### config.mk
export PLATFORM = sky130hd
export DESIGN_NAME = seq_det_param
export DESIGN_NICKNAME = d
export VERILOG_FILES = /design/src/rtl/seq_det_pkg.sv /design/src/rtl/seq_det_hist.sv /design/src/rtl/seq_det_param.sv
export SDC_FILE = /design/constraint.sdc
export NUM_CORES = 1
export LEC_CHECK = 0
export CAP_MARGIN = 30
export CORE_MARGIN = 5
export CORE_UTILIZATION = 31
export DETAILED_ROUTE_END_ITERATION = 12
export PLACE_DENSITY = 0.52
export SLEW_MARGIN = 20
export SYNTH_ARGS = -nofsm -noshare
export SYNTH_HDL_FRONTEND = slang
export SYNTH_SLANG_ARGS = --single-unit
### constraint.sdc
create_clock -name clk -period 6.55 [get_ports clk]
set_input_delay 0.9825 -clock clk [delete_from_list [all_inputs] [get_ports clk]]
set_output_delay 0.9825 -clock clk [all_outputs]
set_load 0.02 [all_outputs]
### src/rtl/seq_det_pkg.sv
// Shared defaults for the programmable sequence detector: the reset pattern
// (the legacy 1-0-2-2-1-0 detector), default widths and the length-mask helper.
package seq_det_pkg;

  localparam int DEF_SYM_W   = 4;
  localparam int DEF_MAX_LEN = 8;
  localparam int DEF_CNT_W   = 16;
  localparam int DEF_LEN     = 6;
  localparam int MASK_W      = 32;

  localparam int DEF_PAT [DEF_LEN] = '{1, 0, 2, 2, 1, 0};

  // Reset value of pattern slot k; slots past the legacy pattern hold 0.
  function automatic int def_pat_sym(input int k);
    int v;
    v = 0;
    if (k >= 0 && k < DEF_LEN) v = DEF_PAT[k];
    return v;
  endfunction

  // Bit k set for every slot k below the active length.
  function automatic logic [MASK_W-1:0] len_mask(input int len);
    logic [MASK_W-1:0] m;
    if (len <= 0)           m = '0;
    else if (len >= MASK_W) m = '1;
    else                    m = (MASK_W'(1) << len) - MASK_W'(1);
    return m;
  endfunction

endpackage

### src/rtl/seq_det_hist.sv
// Symbol history and fill counter. The window presented to the comparator is the
// history as it will look after the incoming symbol is shifted in (slot 0 = newest).
module seq_det_hist
  import seq_det_pkg::*;
#(
  parameter int SYM_W   = DEF_SYM_W,
  parameter int MAX_LEN = DEF_MAX_LEN
) (
  input  logic                         clk,
  input  logic                         rst_n,
  input  logic                         shift_en,
  input  logic                         fill_clr,
  input  logic [SYM_W-1:0]             in_sym,
  output logic [MAX_LEN*SYM_W-1:0]     win,
  output logic [$clog2(MAX_LEN+1)-1:0] fill
);

  localparam int LEN_W = $clog2(MAX_LEN+1);

  // The newest window slot is always the incoming symbol, so only the
  // MAX_LEN-1 older symbols need storage.
  logic [(MAX_LEN-1)*SYM_W-1:0] hist;

  assign win = {hist, in_sym};

  always_ff @(posedge clk or negedge rst_n) begin
    if (!rst_n) begin
      hist <= '0;
      fill <= '0;
    end else begin
      if (shift_en) hist <= win[(MAX_LEN-1)*SYM_W-1:0];
      if (fill_clr)
        fill <= '0;
      else if (shift_en && fill != LEN_W'(MAX_LEN))
        fill <= fill + LEN_W'(1);
    end
  end

endmodule

### src/rtl/seq_det_param.sv
// Run-time programmable sequence detector: pattern/length registers, L-way
// comparator against the next-state history window, match pulse and saturating counter.
module seq_det_param
  import seq_det_pkg::*;
#(
  parameter int SYM_W   = DEF_SYM_W,
  parameter int MAX_LEN = DEF_MAX_LEN,
  parameter int CNT_W   = DEF_CNT_W
) (
  input  logic                         clk,
  input  logic                         rst_n,
  input  logic                         in_valid,
  input  logic [SYM_W-1:0]             in_sym,
  input  logic                         cfg_we,
  input  logic [$clog2(MAX_LEN)-1:0]   cfg_addr,
  input  logic [SYM_W-1:0]             cfg_sym,
  input  logic                         cfg_len_we,
  input  logic [$clog2(MAX_LEN+1)-1:0] cfg_len,
  input  logic                         overlap_en,
  input  logic                         clr_cnt,
  output logic                         match,
  output logic [CNT_W-1:0]             match_cnt,
  output logic [$clog2(MAX_LEN+1)-1:0] fill
);

  localparam int LEN_W = $clog2(MAX_LEN+1);

  if (MAX_LEN < DEF_LEN || MAX_LEN > MASK_W) begin : g_bad_max_len
    $error("seq_det_param: MAX_LEN must lie in 6..32");
  end

  logic [SYM_W-1:0]         pat [MAX_LEN];
  logic [LEN_W-1:0]         len;
  logic [MAX_LEN*SYM_W-1:0] win;
  logic [MAX_LEN-1:0]       eq;
  logic [MAX_LEN-1:0]       mask;
  logic                     len_ok;
  logic                     cfg_wr;
  logic                     shift_en;
  logic                     fill_clr;
  logic                     hit_p0;

  assign len_ok   = cfg_len_we && (int'(cfg_len) <= MAX_LEN);
  assign cfg_wr   = cfg_we || len_ok;
  assign shift_en = in_valid && !cfg_wr;
  assign fill_clr = cfg_wr || (hit_p0 && !overlap_en);

  seq_det_hist #(
    .SYM_W   (SYM_W),
    .MAX_LEN (MAX_LEN)
  ) u_hist (
    .clk      (clk),
    .rst_n    (rst_n),
    .shift_en (shift_en),
    .fill_clr (fill_clr),
    .in_sym   (in_sym),
    .win      (win),
    .fill     (fill)
  );

  always_ff @(posedge clk or negedge rst_n) begin
    if (!rst_n) begin
      for (int k = 0; k < MAX_LEN; k++) pat[k] <= SYM_W'(def_pat_sym(k));
      len <= LEN_W'(DEF_LEN);
    end else begin
      if (cfg_we && int'(cfg_addr) < MAX_LEN) pat[cfg_addr] <= cfg_sym;
      if (len_ok) len <= cfg_len;
    end
  end

  // Pattern slot L-1 lines up with window slot 0 (the incoming symbol).
  always_comb begin
    eq = '0;
    for (int k = 0; k < MAX_LEN; k++) begin
      if (k < int'(len))
        eq[k] = (pat[k] == win[(int'(len) - 1 - k)*SYM_W +: SYM_W]);
    end
  end

  assign mask   = MAX_LEN'(len_mask(int'(len)));
  assign hit_p0 = in_valid && !cfg_wr && (len != '0) &&
                  (int'(fill) + 1 >= int'(len)) && (&(eq | ~mask));

  // ---- stage p0 -> registered outputs
  always_ff @(posedge clk or negedge rst_n) begin
    if (!rst_n) begin
      match     <= 1'b0;
      match_cnt <= '0;
    end else begin
      match <= hit_p0;
      if (clr_cnt)
        match_cnt <= '0;
      else if (hit_p0 && match_cnt != '1)
        match_cnt <= match_cnt + CNT_W'(1);
    end
  end

endmodule

==> metrics.cfg, run 1 <==
[outcome]
status=finished, final reports clean

[clocking]
ctsHoldBuffers=0
clk_pin_slew_ns=0.08
cts_root_buffer=clkbuf_16
cts.sinks=85
htree_levels=3
cts_tree=built
cts_max_path_buffers=2
cts-resized-gates=0
insertion_delay_ns=0.36
post_cts_buffers=0
numCtsBuffers=9

[yosys]
yosys_register_bits=85
synthArstFlopShare_pct=100
synth.avg_cell_area_um2=10.4
yosys_warnings=1
syn_inst=670
syn-cell-area_um2=6950
seq_area_frac_synth_pct=30.7
yosys.cell_types.count=77
syn-num-nets=716
synth_edf_count=0
synthFlopType=dfrtp_1

[worst_setup_path]
critPathKind=flop to flop
crit_path_cell_trace=inv_1 > ha_2 > buf_4 > mux2i_1 > mux4_2 > or3b_1 > o22ai_1 > a211o_1 > o31ai_1 > or4b_1 > or3_1 > or4_1 > a21oi_1
arrival_ns=6.06
worst_r2r_startpoint=len[1]$_DFFE_PN1P_
path_max_fanout=34
worst-path-buf-inv=2
slowest_stage=ha_2
cp_top_family=simple AND/OR/NAND/NOR gates
critPathCaptureType=flop
required_ns=6.81
worstSetupStartpointType=flop
crit_start=len[1]$_DFFE_PN1P_
worst_path_largest_cell_delay_ns=0.73

[floorplanning]
rows=54
die_height_um=160
die_width_um=160
die_area_um2=25500
initial_core_util_pct=31.6
boundaryPins=43
coreArea_um2=22000

[power]
power_uw=2970
leakage_uw=0.00311
vdd_drop_max_v=0.000135
p_per_area_nw_per_um2=375

[layout]
drive_gt1_share_pct=22.6
final_util_pct=36.0
antenna_cells=0
register_area_um2=2140
multi_input_area_um2=4530
syn2layout_area_growth_pct=13.7
fin_area_um2=7900
most-common-layout-cells=mux2_2, dfrtp_1, mux2i_1, clkdlybuf4s50_1, nor2_1
final_common_cell=mux2_2
nFillCells=2113
final_nets=744

[routing]
viasPerCell=5.64
drc=0
firstDrtPassIters=5
num_vias=5546
drt_iter0_drc=339
wirelength_um=19200
wl_per_cell_um=19.5
ant_nets=0

[job]
cap_violations=0

[sta]
slew_violations=0
finClkSkew_ns=0.0113
finalSetupTns_ns=0
fmaxAchievable_mhz=173
setup_viol=0
grt_setup_unrepaired=false
slew-limit-headroom_pct=40.8
tightest_slew_ns=0.885
hold_violations=0
finalCritPeriodShare_pct=88.4
layout_min_cycle_time_ns=5.79

[grt]
grt_max_degree=48
grt_overflow_total=0
antenna_found_initial=0
grtUsageTotal_pct=15.2
grt_pass1_wl_um=31000
grt_pass1_vias=5481

[placed_design]
portBuffers=42
dpl.hpwl_um=14700
placed_area_um2=7600
place.gp.congestion=0.898

[min_path]
hold_class=flop to flop
min_from=pat[29]$_DFFE_PN0P_

path summary, 6_finish.rpt:
path,endpoint,slack [ns],depth (start not counted)
max,match_cnt[11]$_DFFE_PN0P_,0.76,13
min,pat[29]$_DFFE_PN0P_,0.56,1
max reg2reg,match_cnt[11]$_DFFE_PN0P_,0.76,13
min reg2reg,pat[29]$_DFFE_PN0P_,0.56,1
max in group asynchronous,len[0]$_DFFE_PN0P_,4.92,2
min in group asynchronous,pat[20]$_DFFE_PN0P_,0.58,1
final cells by class:
cell class,instances,area share [%]
inverters,27,1.28
clock buffers,9,2.85
clock inverters,7,0.935
multi-input cells,525,57.4
flip-flops and latches,85,27.0
well taps,280,4.44
repair buffers,50,6.05
synthesized netlist by cell type, drive strengths merged (16+ instances only):
cell	number	share of area, %
buf	21	2.0
mux2	94	15
a21oi	29	2.1
nor2	39	2.1
mux4	24	7.9
nor3	16	1.2
mux2i	50	7.4
inv	26	1.4
nand3	19	1.4
nand2	28	1.5
ha	24	4.3
dfrtp	79	28
xnor2	17	2.3
o21ai	26	1.9
layer usage:
metal | up-vias | global-route usage [%] | wire length [um]
met1 | 2805 | 20.3 | 8890
met2 | 109 | 24.8 | 9150
met4 | 0 | 5.25 | 460
li1 | 2608 | - | -
met3 | 24 | 2.81 | 710
met5 | - | 0 | 0
power breakdown:
group | total (uW) | switching (uW) | internal, uW
combinational | 1620 | 843 | 772
sequential | 829 | 177 | 651
clock | 521 | 251 | 270
state kept, by name (all words and copies together) (netlist names):
name,cells
u_hist.hist,28
u_hist.fill,4
len,4
pat,32
match,1
match_cnt,16
kinds of logic (layout without fill, tap and decap cells):
kind of cell | Yosys count | count (layout) | share of synthesized area [%]
AO/OA/AOI/OAI | 129 | 129 | 12.4
XOR/XNOR | 28 | 28 | 3.84
AND/OR/NAND/NOR | 176 | 176 | 14.0
flip-flops | 85 | 85 | 30.7
multiplexers | 168 | 168 | 30.6
adder cells (fa/ha/maj) | 24 | 24 | 4.32
buffers and inverters | 60 | 93 | 4.09
stage by stage:
step           worst slack [ns]  std cells  hold slack, ns
2_1_floorplan              1.01        670           0.497
5_1_grt                   0.384        983           0.589
6_report                  0.758        983           0.565
3_5_place_dp              0.775        967           0.549
3_3_place_gp              0.922        967           0.549
4_1_cts                   0.767        983           0.572
No activity file was read; power rests on OpenSTA's default activity.
==> run 2, diff against run 1 <==
- CAP_MARGIN: 30 -> 0
==> results of run 2 <==
No change in the layout: final DEF, timing and power equal those of run 1.
